File: src/rtl/game_ctrl_pkg.sv
// Shared constants for the game sequencer: state encodings, field widths, lives count.
// HUD and renderer import this so they decode `state` the same way.
package game_ctrl_pkg;

  localparam int unsigned STATE_W      = 3;
  localparam int unsigned WAVE_W       = 4;
  localparam int unsigned SCORE_W      = 7;
  localparam int unsigned LIVES_W      = 2;
  localparam int unsigned INV_W        = 6;
  localparam int unsigned PLAYER_LIVES = 3;

  typedef enum logic [STATE_W-1:0] {
    ST_IDLE       = 3'd0,
    ST_START      = 3'd1,
    ST_PLAY       = 3'd2,
    ST_RESPAWN    = 3'd3,
    ST_WAVE_CLEAR = 3'd4,
    ST_GAME_OVER  = 3'd5
  } state_e;

  // States that run the frame timer
  function automatic logic is_timed(state_e s);
    return (s == ST_RESPAWN) || (s == ST_WAVE_CLEAR);
  endfunction

endpackage

File: src/rtl/game_ctrl_frame_timer.sv
// Tick-driven frame counter: held at zero while disabled, done_c fires on the terminal tick.
module game_ctrl_frame_timer #(
  parameter int unsigned CNT_W     = 7,
  parameter int unsigned BLINK_BIT = 3
) (
  input  logic             clk,
  input  logic             arst_n,
  input  logic             en_i,
  input  logic             tick_i,
  input  logic [CNT_W-1:0] last_i,
  output logic             blink_o,
  output logic             done_c
);

  logic [CNT_W-1:0] cnt_q, cnt_d;

  assign done_c  = en_i && tick_i && (cnt_q == last_i);
  assign blink_o = cnt_q[BLINK_BIT];

  // Clearing on done keeps the counter from ever wrapping
  always_comb begin
    cnt_d = cnt_q;
    if (!en_i || done_c) begin
      cnt_d = '0;
    end else if (tick_i) begin
      cnt_d = cnt_q + CNT_W'(1);
    end
  end

  always_ff @(posedge clk or negedge arst_n) begin
    if (!arst_n) begin
      cnt_q <= '0;
    end else begin
      cnt_q <= cnt_d;
    end
  end

endmodule

File: src/rtl/game_ctrl.sv
// Game sequencer: play/respawn/wave-clear/game-over FSM with score and wave reset pulses.
// Optional high-score register enabled by GAME_CTRL_HIGH_SCORE_EN.
module game_ctrl
  import game_ctrl_pkg::*;
#(
  parameter int unsigned RESPAWN_FRAMES = 120,
  parameter int unsigned CLEAR_FRAMES   = 90,
  parameter int unsigned BLINK_LOG2     = 3,
  parameter int unsigned MAX_WAVE       = 15
) (
  input  logic               clk,
  input  logic               arst_n,
  input  logic               frame_tick,
  input  logic               start_btn,
  input  logic               player_collision,
  input  logic [LIVES_W-1:0] lives,
  input  logic [SCORE_W-1:0] score,
  input  logic [INV_W-1:0]   invaders_left,
  output logic [STATE_W-1:0] state,
  output logic               score_rst,
  output logic               wave_rst,
  output logic               freeze,
  output logic               player_visible,
  output logic [WAVE_W-1:0]  wave,
  output logic [SCORE_W-1:0] high_score
);

  localparam int unsigned MAX_FRAMES = (RESPAWN_FRAMES > CLEAR_FRAMES) ? RESPAWN_FRAMES : CLEAR_FRAMES;
  localparam int unsigned CNT_W      = (MAX_FRAMES > 1) ? $clog2(MAX_FRAMES) : 1;

  state_e              state_q, state_d;
  logic                btn_q;
  logic                score_rst_q, score_rst_d;
  logic                wave_rst_q, wave_rst_d;
  logic [WAVE_W-1:0]   wave_q, wave_d;
  logic                start_edge;
  logic                blink;
  logic                done_c;
  logic [CNT_W-1:0]    last;

  assign start_edge = start_btn && !btn_q;
  assign last = (state_q == ST_WAVE_CLEAR) ? CNT_W'(CLEAR_FRAMES - 1) : CNT_W'(RESPAWN_FRAMES - 1);

  game_ctrl_frame_timer #(
    .CNT_W     (CNT_W),
    .BLINK_BIT (BLINK_LOG2)
  ) u_frame_timer (
    .clk     (clk),
    .arst_n  (arst_n),
    .en_i    (is_timed(state_q)),
    .tick_i  (frame_tick),
    .last_i  (last),
    .blink_o (blink),
    .done_c  (done_c)
  );

  always_comb begin
    state_d = state_q;
    wave_d  = wave_q;
    case (state_q)
      ST_IDLE:      if (start_edge) state_d = ST_START;
      ST_START:     state_d = ST_PLAY;
      ST_PLAY: begin
        if (player_collision && (lives <= LIVES_W'(1))) state_d = ST_GAME_OVER;
        else if (lives == '0)                           state_d = ST_GAME_OVER;
        else if (player_collision)                      state_d = ST_RESPAWN;
        else if (invaders_left == '0)                   state_d = ST_WAVE_CLEAR;
      end
      ST_RESPAWN:   if (done_c) state_d = ST_PLAY;
      ST_WAVE_CLEAR: begin
        if (done_c) begin
          state_d = ST_PLAY;
          if (wave_q < WAVE_W'(MAX_WAVE)) wave_d = wave_q + WAVE_W'(1);
        end
      end
      ST_GAME_OVER: if (start_edge) state_d = ST_START;
      default:      state_d = ST_IDLE;
    endcase
    if (state_d == ST_START) wave_d = WAVE_W'(1);
    score_rst_d = (state_d == ST_START);
    wave_rst_d  = (state_d == ST_START) || ((state_q == ST_WAVE_CLEAR) && done_c);
  end

  always_ff @(posedge clk or negedge arst_n) begin
    if (!arst_n) begin
      state_q     <= ST_IDLE;
      btn_q       <= 1'b0;
      score_rst_q <= 1'b0;
      wave_rst_q  <= 1'b0;
      wave_q      <= '0;
    end else begin
      state_q     <= state_d;
      btn_q       <= start_btn;
      score_rst_q <= score_rst_d;
      wave_rst_q  <= wave_rst_d;
      wave_q      <= wave_d;
    end
  end

  // Sprite and freeze decode straight from registered state and counter
  always_comb begin
    player_visible = 1'b0;
    case (state_q)
      ST_PLAY, ST_WAVE_CLEAR: player_visible = 1'b1;
      ST_RESPAWN:             player_visible = !blink;
      default:                player_visible = 1'b0;
    endcase
  end

  assign freeze    = (state_q != ST_PLAY);
  assign state     = state_q;
  assign score_rst = score_rst_q;
  assign wave_rst  = wave_rst_q;
  assign wave      = wave_q;

`ifdef GAME_CTRL_HIGH_SCORE_EN
  logic [SCORE_W-1:0] hs_q, hs_d;
  logic               go_q;

  // Sample score once, on the first cycle spent in GAME_OVER
  always_comb begin
    hs_d = hs_q;
    if ((state_q == ST_GAME_OVER) && !go_q && (score > hs_q)) hs_d = score;
  end

  always_ff @(posedge clk or negedge arst_n) begin
    if (!arst_n) begin
      hs_q <= '0;
      go_q <= 1'b0;
    end else begin
      hs_q <= hs_d;
      go_q <= (state_q == ST_GAME_OVER);
    end
  end

  assign high_score = hs_q;
`else
  logic unused_score_c;
  assign unused_score_c = ^score;
  assign high_score     = '0;
`endif

endmodule

File: config.mk
export PLATFORM = sky130hd
export DESIGN_NAME = game_ctrl
export DESIGN_NICKNAME = d
export VERILOG_FILES = /design/src/rtl/game_ctrl_pkg.sv /design/src/rtl/game_ctrl_frame_timer.sv /design/src/rtl/game_ctrl.sv
export SDC_FILE = /design/constraint.sdc
export NUM_CORES = 1
export LEC_CHECK = 0
export CORE_ASPECT_RATIO = 0.6
export CORE_UTILIZATION = 43
export DETAILED_ROUTE_END_ITERATION = 16
export PLACE_DENSITY = 0.8
export SYNTH_ARGS = -nofsm -noshare
export SYNTH_HDL_FRONTEND = slang
export SYNTH_SLANG_ARGS = --single-unit
File: constraint.sdc
create_clock -name clk -period 1.9 [get_ports clk]
set_input_delay 0.57 -clock clk [delete_from_list [all_inputs] [get_ports clk]]
set_output_delay 0.57 -clock clk [all_outputs]
set_load 0.03 [all_outputs]
==> impl.org, run 1 <==
** STA
- For the final routed database, the setup TNS stands at 0 ps.
- Final Hold Viols :: 0
- Clock skew on the completed layout was measured at 3.74 ps.
- Hold slack :: approximately 580 ps
- The worst path meets setup with between 30 and 40 ps of slack.
- Shortest clock period the worst path allows after layout :: roughly 1900 ps
- Final Slew Violations :: 0
- Setup violations remaining at the end of the flow were counted as 0.
- Derived from the worst setup path, the maximum achievable clock frequency is between 500 and 600 MHz.
- Final cycle utilization of the critical path :: 98.1%

** Detailed routing
- The first routing iteration left 24 violations.
- Vias per inst :: ~5
- Routed via count :: ~880
- After detailed routing, the number of remaining DRC violations is 0.
- Routed Antenna Nets :: 0
- Final wirelength :: 2.47 mm
- Routed wirelength normalized by instance count :: about 14 um
- Pre-Repair DR Iteration Count :: 4

** Place
- The congestion estimate from routability-driven global placement came to around 0.8.
- After detailed placement, the design holds a cell count of 168.
- Area post-placement :: ~0.0014 mm^2
- At the placement stage, the worst setup path has a slack of -294 ps.
- Summed over all nets, the half-perimeter wirelength after detailed placement is approximately 1.8 mm.
- During placement, the flow inserted port buffers numbering 23.

** Clock network
- Hold-fix buffers, CTS :: 0
- Total CTS buffers :: 3
- Depth of the CTS H-tree :: 1
- Number of sinks driven by the clock tree :: 17
- The tree is rooted in a clkbuf_8.
- For the worst-skew pair, the clock arrives at the later sink with an insertion delay of 260 ps.
- TritonCTS built the clock tree.
- Maximum number of buffers from clock root to sink :: 2
- Clock input transition at the sequential cells of the worst setup and hold paths :: approximately 60 ps

** Synth
- Yosys printed 0 warnings.
- Register bit count reported by yosys :: 17
- Of all flip-flops after synthesis, the portion carrying an async set or reset was 100%.
- Post-Synthesis Cell Area :: roughly 0.001 mm^2
- Each instance of the synthesized netlist takes up on average roughly 10 um^2.
- Part of the Yosys area used for sequential elements :: 41.4%
- Number of enable-type register cells in the synthesized netlist :: 0
- Flip-flop cell with the highest count after synthesis :: dfrtp_1
- Synthesized instance count :: 102
- Yosys cell types :: 39

** Status
- Result of the run :: completed

** Finish
- Post-route cell area :: 0.00146 mm^2
- Excluding fillers, the count of instances in the completed layout stands at about 180.
- 0 antenna diodes ended up in the layout.
- Leaving out fill and tap cells, the most frequent cells in the layout are buf_4 (22), dfrtp_1 (15), clkdlybuf4s50_1 (12).
- Most common library cell in the layout ignoring fill and taps :: buf_4
- Net count, final :: between 150 and 200
- Once layout is complete, the utilization of the core stands at 65.9%.
- The post-route netlist has around 28% of its cells at a drive strength greater than 1.
- The filler cells instantiated in the layout total 191.
- Layout overhead on the synthesized area :: 41.9%

** Global route
- The first global-routing pass estimated 3.82 mm of wire.
- Vias in the first global route :: between 800 and 900
- Overflow left after global routing :: 0
- In the global route stage, overall resource usage came out at a little over a fifth.
- Entering global routing, the biggest net connects 18 pins.
- Initial antenna violation count :: 0

** Floorplanning
- The total area inside the core boundary comes to about 0.0022 mm^2.
- Number of primary I/O pins :: 38
- Num rows :: 13
- The floorplan step set the die height to roughly 40 um.
- Die Span X :: between 60 and 70 um
- For this configuration, the core starts out at a cell density of around 46%.
- Die Area :: between 0.002 and 0.003 mm^2

** Worst setup path
- STA classifies the critical path startpoint as a flop.
- The largest individual stage delay along the critical path comes from the cell clkdlybuf4s50_1.
- In this design, the largest share of critical-path delay is due to buffers and inverters.
- The critical path goes through clkdlybuf4s50_1.
- For the worst flop-to-flop path, the logic depth is 7.
- Endpoint type of the worst setup path :: output pin
- Worst Path Max Fanout :: 2
- For flop-to-flop paths, the worst setup slack is 140 ps.
- Data required time of the worst path :: 1330 ps
- Together, buffers and inverters on the worst path number 1.
- In this run the critical register-to-register path is captured at wave_rst$_DFF_PN0_.
- Crit path arrival time :: 1290 ps
- Setup Crit Path Kind :: flop to output pin
- Largest incremental delay on the critical path :: around 680 ps
- RR Startpoint :: state[1]$_DFF_PN0_

** Pwr
- Summed over all nets, the switching power comes to 0.644 mW.
- Internal power :: approximately 0.97 mW
- Leak Pwr :: around 0.66 nW
- Combinational logic is responsible for 54.0% of the overall power.
- VDD IR max :: 0.000503 V
- In this run, the clock network consumes between 10% and 20% of the power.
- Overall power after layout :: 1.62 mW
- In this run switching power makes up about two fifths of total power.
- Total power density per cell area :: between 1000 and 1500 mW/mm^2
- Sequential cells burn 29.1% of the power.

** Worst hold path
- The tightest min-delay check is of the flop to flop type.
- The path with the worst hold slack has its endpoint at wave[1]$_DFFE_PN0P_.
- The worst hold path begins at wave[1]$_DFFE_PN0P_.
- The worst hold path passes through 2 cells.

** Run
- Max-cap violations in this run came to 0.
[worst min-delay path, delay by kind of cell (launching register included)]
kind | cells | cell delay [ps]
simple gates | 1 | 70
flops | 1 | 390
mux | 1 | 80
[worst max-delay path by stage]
stage	from	endpoint	cells after the start
4_1_cts	frame_tick	wave[2]$_DFFE_PN0P_	6
5_1_grt	frame_tick	wave[3]$_DFFE_PN0P_	7
2_1_floorplan	frame_tick	wave_rst$_DFF_PN0_	7
3_5_place_dp	start_btn	wave_rst$_DFF_PN0_	6
3_3_place_gp	start_btn	wave_rst$_DFF_PN0_	6
6_report	state[1]$_DFF_PN0_	state[1]	1
[metal layers]
metal	GRT usage [%]	share of wire [%]	vias up
met3	6.69	6.2	3
met4	7.61	0.77	0
met5	0	0	-
li1	-	-	436
met1	24.2	44	415
met2	38.5	49	24
[state kept, by name, indices dropped and copies added (netlist names)]
register,cells
state,3
u_frame_timer.cnt_q,7
wave_rst,1
score_rst,1
wave,4
btn_q,1
[logic make-up (layout without fill, tap and decap cells)]
family | after synthesis | in the layout | synth area share (%)
mux | 2 | 2 | 1.95
xor+xnor | 8 | 8 | 6.82
flops | 17 | 17 | 41.4
compound gates | 14 | 14 | 12.3
simple gates | 45 | 45 | 26.2
fa+ha+maj | 2 | 2 | 2.44
buf+inv | 13 | 50 | 8.53
other cells | 1 | 7 | 0.365
[cells in the mapped netlist (2+ instances only)]
cell      instances  area share (%)
nor4_1            2             1.2
ha_1              2             2.4
dfrtp_1          17              41
nand2b_1          3             1.8
xor2_1            6             5.1
nand2_1          11             4.0
nor2_1           11             4.0
xnor2_1           2             1.7
nand4_1           3             1.8
mux2i_1           2             1.9
and4_1            2             1.7
buf_4             8             5.8
a21oi_1           4             1.9
inv_1             2            0.73
nand3_1           2            0.97
and3_1            2             1.2
[area by class of cell]
type / count / area (um^2) / area share (%)
Clock buffer: 4 / 45.0 / 3.09
Sequential cell: 17 / 428 / 29.4
Timing Repair Buffer: 44 / 383 / 26.3
Tap cell: 30 / 37.5 / 2.58
Inverter: 2 / 7.51 / 0.515
Multi-Input combinational cell: 78 / 557 / 38.2
[timing repair]
item	in CTS	in global routing
setup endpoints to repair	9	13
pin swaps	2	3
setup buffers	3	0
gates resized for setup	10	8
[power by group through the flow]
stage / registers, mW / clock network (mW) / logic (mW)
2_1_floorplan: 0.568 / 0 / 0.383
3_3_place_gp: 0.485 / 0 / 0.774
3_5_place_dp: 0.489 / 0 / 0.798
4_1_cts: 0.467 / 0.289 / 0.865
5_1_grt: 0.477 / 0.293 / 0.936
6_report: 0.472 / 0.272 / 0.875
(Power assumes the default switching activity.)
==> run 2: changes to the inputs <==
--- a/config.mk
+++ b/config.mk
@@ -6,6 +6,7 @@
 export NUM_CORES = 1
 export LEC_CHECK = 0
 export CORE_ASPECT_RATIO = 0.6
+export CORE_MARGIN = 2
 export CORE_UTILIZATION = 43
 export DETAILED_ROUTE_END_ITERATION = 16
 export PLACE_DENSITY = 0.8
==> impl.org, run 2 (synthesized netlist as in run 1, its figures left out) <==
** STA
- The shortest clock period the worst path allows after layout is 1830 ps (was 1860 ps).
- The final number of hold-violating endpoints came to 0 (unchanged).
- The final max-slew violation count was 0 (unchanged).
- The final worst hold slack came to 522 ps (was 584 ps).
- The worst setup margin came to 69.0 ps (was 35.5 ps).
- Final cycle utilization of the critical path :: 96.4% (was 98.1%)
- Setup repair after global routing left no endpoint under its margin.
- Final TNS setup :: 0 ps (unchanged)
- The largest clock skew in the final design is 1.27 ps (was 3.74 ps).
- The top achievable clock speed was 546 MHz (was 536 MHz).
- Final setup viols :: 0 (unchanged)

** Pwr
- The maximum resistive drop on vdd came to 0.000480 V (was 0.000503 V).
- The power per standard cell area came to 1100 mW/mm^2 (was 1110 mW/mm^2).
- Leak Pwr :: 0.640 nW (was 0.664 nW)
- The total power of the final layout is 1.59 mW (was 1.62 mW).

** Global route
- The met1 track demand over resource in global routing was 24.6% (was 24.2%).
- Initial antenna violation count :: 0 (unchanged)
- Met2 track demand over resource :: 28.7% (was 38.5%)
- Met3 global-route usage :: 6.23% (was 6.69%)
- Overflow left after global routing :: 0 (unchanged)
- The layer with the highest usage after global routing was met2 (unchanged).
- Wire length of the first global-routing pass :: 3.84 mm (was 3.82 mm)
- Maximum number of pins on one net before global-route repair :: 18 (unchanged)
- The total track usage is 18.0% (was 21.2%).
- Vias in the first global route :: 873 (was 845)

** Worst setup path
- The critical path arrival came to 1260 ps (was 1290 ps).
- The classification of the worst setup path is flop to output pin (unchanged).
- Startpoint Class :: flop (unchanged)
- Endpoint type of the worst setup path :: output pin (unchanged)
- The capturing element of the worst setup path was player_visible (was state[1]).
- The first element of the critical path is state[1]$_DFF_PN0_ (unchanged).
- Most common cell type on the critical path :: nand2_1
- The largest driver fanout on the critical path came to 9 (was 2).
- The endpoint of the worst-slack reg-to-reg timing path is wave_rst$_DFF_PN0_ (unchanged).
- Register-to-register path setup slack :: 120 ps (was 140 ps)
- Worst-path cell chain: and2b_2, nand2_1, nand2_1, buf_4 (was clkdlybuf4s50_1).
- Cell with the largest stage delay on the worst path :: dfrtp_2 (was clkdlybuf4s50_1)
- The maximum cell stage delay along the critical path came to 470 ps (was 680 ps).
- RR Startpoint :: state[2]$_DFF_PN0_ (was state[1]$_DFF_PN0_)
- The number of cell instances on the worst register-to-register path was 5 (was 7).
- Data required time of the worst path :: 1330 ps (about the same)

** Clock network
- Total CTS buffers :: 3 (unchanged)
- The worst-skew pair later-pin latency was 250 ps (was 260 ps).
- Clock input transition at the sequential cells of the worst setup and hold paths :: 60 ps (about the same)
- Hold-fix buffers, CTS :: 0 (unchanged)
- Clock tree from TritonCTS :: done (unchanged)
- Clock root buffer :: clkbuf_8 (unchanged)
- The number of sinks driven by the clock tree was 17 (unchanged).
- The number of H-tree levels is 1 (unchanged).
- Maximum number of buffers from clock root to sink :: 2 (unchanged)

** Finish
- Most flop-heavy register :: u_frame_timer.cnt_q (unchanged)
- Proportion of layout cells with a drive suffix above 1 :: 25.9% (was 27.6%)
- Layout overhead on the synthesized area :: 40.6% (was 41.9%)
- Leading cell types in the layout, fill and taps excluded :: buf_4 (21), dfrtp_1 (15), clkdlybuf4s50_1 (14) (was buf_4 (22), dfrtp_1 (15), clkdlybuf4s50_1 (12))
- The total number of nets in the final design was 166 (was 168).
- The most common cell after layout, fill and taps aside is buf_4 (unchanged).
- The number of inserted diodes was 0 (unchanged).
- The total of fill cells in the finished design is 194 (was 191).
- The number of flip-flops in the largest register came to 7 (unchanged).
- The post-route cell area is 0.00144 mm^2 (was 0.00146 mm^2).

** Status
- Result of the run :: completed (unchanged)

** Detailed routing
- Routed via count :: 872 (was 878)
- The first-pass iteration count of the detailed router is 4 (unchanged).
- Total DRC errors in the routed layout :: 0 (unchanged)
- First-iteration detailed-routing DRC count :: 11 (was 24)
- The wire length per cell after detailed routing was 13.4 um (was 14.1 um).
- Vias per inst :: 5.04 (was 5.02)
- The total wire length was 2.32 mm (was 2.47 mm).
- The count of nets left with antenna violations after detail routing came to 0 (unchanged).

** Floorplanning
- Initial Utilization :: 46.4% (unchanged)
- Placeable core region :: 0.00221 mm^2 (unchanged)
- The floorplan die area was 0.00281 mm^2 (was 0.00259 mm^2).
- The die extent in y is 41.9 um (was 39.9 um).
- Number of primary I/O pins :: 38 (unchanged)
- The die width is 67.1 um (was 65.1 um).
- Num rows :: 13 (unchanged)

** Place
- The number of buffers added on ports came to 23 (unchanged).
- Area post-placement :: 0.00135 mm^2 (was 0.00137 mm^2)
- The detailed placement HPWL is 1.74 mm (was 1.85 mm).
- The pre-CTS setup slack came to -304 ps (was -294 ps).
- The placer congestion estimate was 0.811 (was 0.791).

** Worst hold path
- The type of the worst min-delay path was flop to flop (unchanged).
- Hold path start :: state[2]$_DFF_PN0_ (was wave[1]$_DFFE_PN0P_)

** Run
- Max-capacitance violation count :: 0 (unchanged)
==> run 2: cell types whose count changed in the layout (fill, tap and decap cells not counted) <==
| cell | previous run | this run |
|---|---|---|
| clkdlybuf4s50_1 | 12 | 14 |
| dlymetal6s2s_1 | 2 | 0 |
| and4_1 | 0 | 1 |
| and4_2 | 1 | 0 |
| buf_4 | 22 | 21 |
| buf_6 | 1 | 0 |
| o2111ai_2 | 1 | 0 |
| o2111ai_4 | 0 | 1 |
==> run 2: worst min-delay path by stage <==
stage	slack, ps	end	depth (start not counted)
global route	540	state[1]$_DFF_PN0_	1
global placement	520	u_frame_timer.cnt_q[6]$_DFFE_PN0P_	2
detailed placement	570	u_frame_timer.cnt_q[6]$_DFFE_PN0P_	2
finish	520	state[1]$_DFF_PN0_	1
floorplan	270	btn_q$_DFF_PN0_	0
CTS	580	u_frame_timer.cnt_q[6]$_DFFE_PN0P_	2
==> run 2: power by group <==
part / total, mW / leakage (nW) / internal, mW / switching, mW
Combinational: 0.836 / 0.395 / 0.382 / 0.454
Sequential: 0.487 / 0.222 / 0.422 / 0.0652
Clock: 0.263 / 0.0228 / 0.149 / 0.114
==> run 2: critical path: cells and delay by family (launching register included) <==
kind	cells	cell delay (ps)
buffers and inverters	1	160
DFF	1	470
and+or+nand+nor	3	380
==> run 2: area by class of cell <==
type | count | area (um^2) | share of cell area [%]
clock buffers | 4 | 45.0 | 3.12
inverters | 2 | 7.51 | 0.520
multi-input cells | 78 | 567 | 39.3
flip-flops and latches | 17 | 428 | 29.6
well taps | 30 | 37.5 | 2.60
repair buffers | 42 | 359 | 24.9
==> run 2: layer usage <==
layer / part of all wire (%) / up-vias / wire length, um
met5: 0 / - / 0
met4: 0 / 0 / 0
met3: 6.9 / 0 / 160
met2: 45 / 26 / 1040
met1: 48 / 412 / 1120
li1: - / 434 / -
==> run 2: what timing repair did <==
action / 4_1_cts / 5_1_grt
buffers inserted: 1 / 2
pin swaps: 2 / 2
resized for setup: 10 / 6
setup endpoints to repair: 12 / 14
==> run 2: per-stage QoR <==
| step | utilization, % | std cells |
|---|---|---|
| final | 65.3 | 173 |
| after floorplan | - | 108 |
| after detailed placement | 61.1 | 166 |
| after global routing | 65.3 | 173 |
| after CTS | 63.7 | 171 |
| after global placement | 61.1 | 166 |
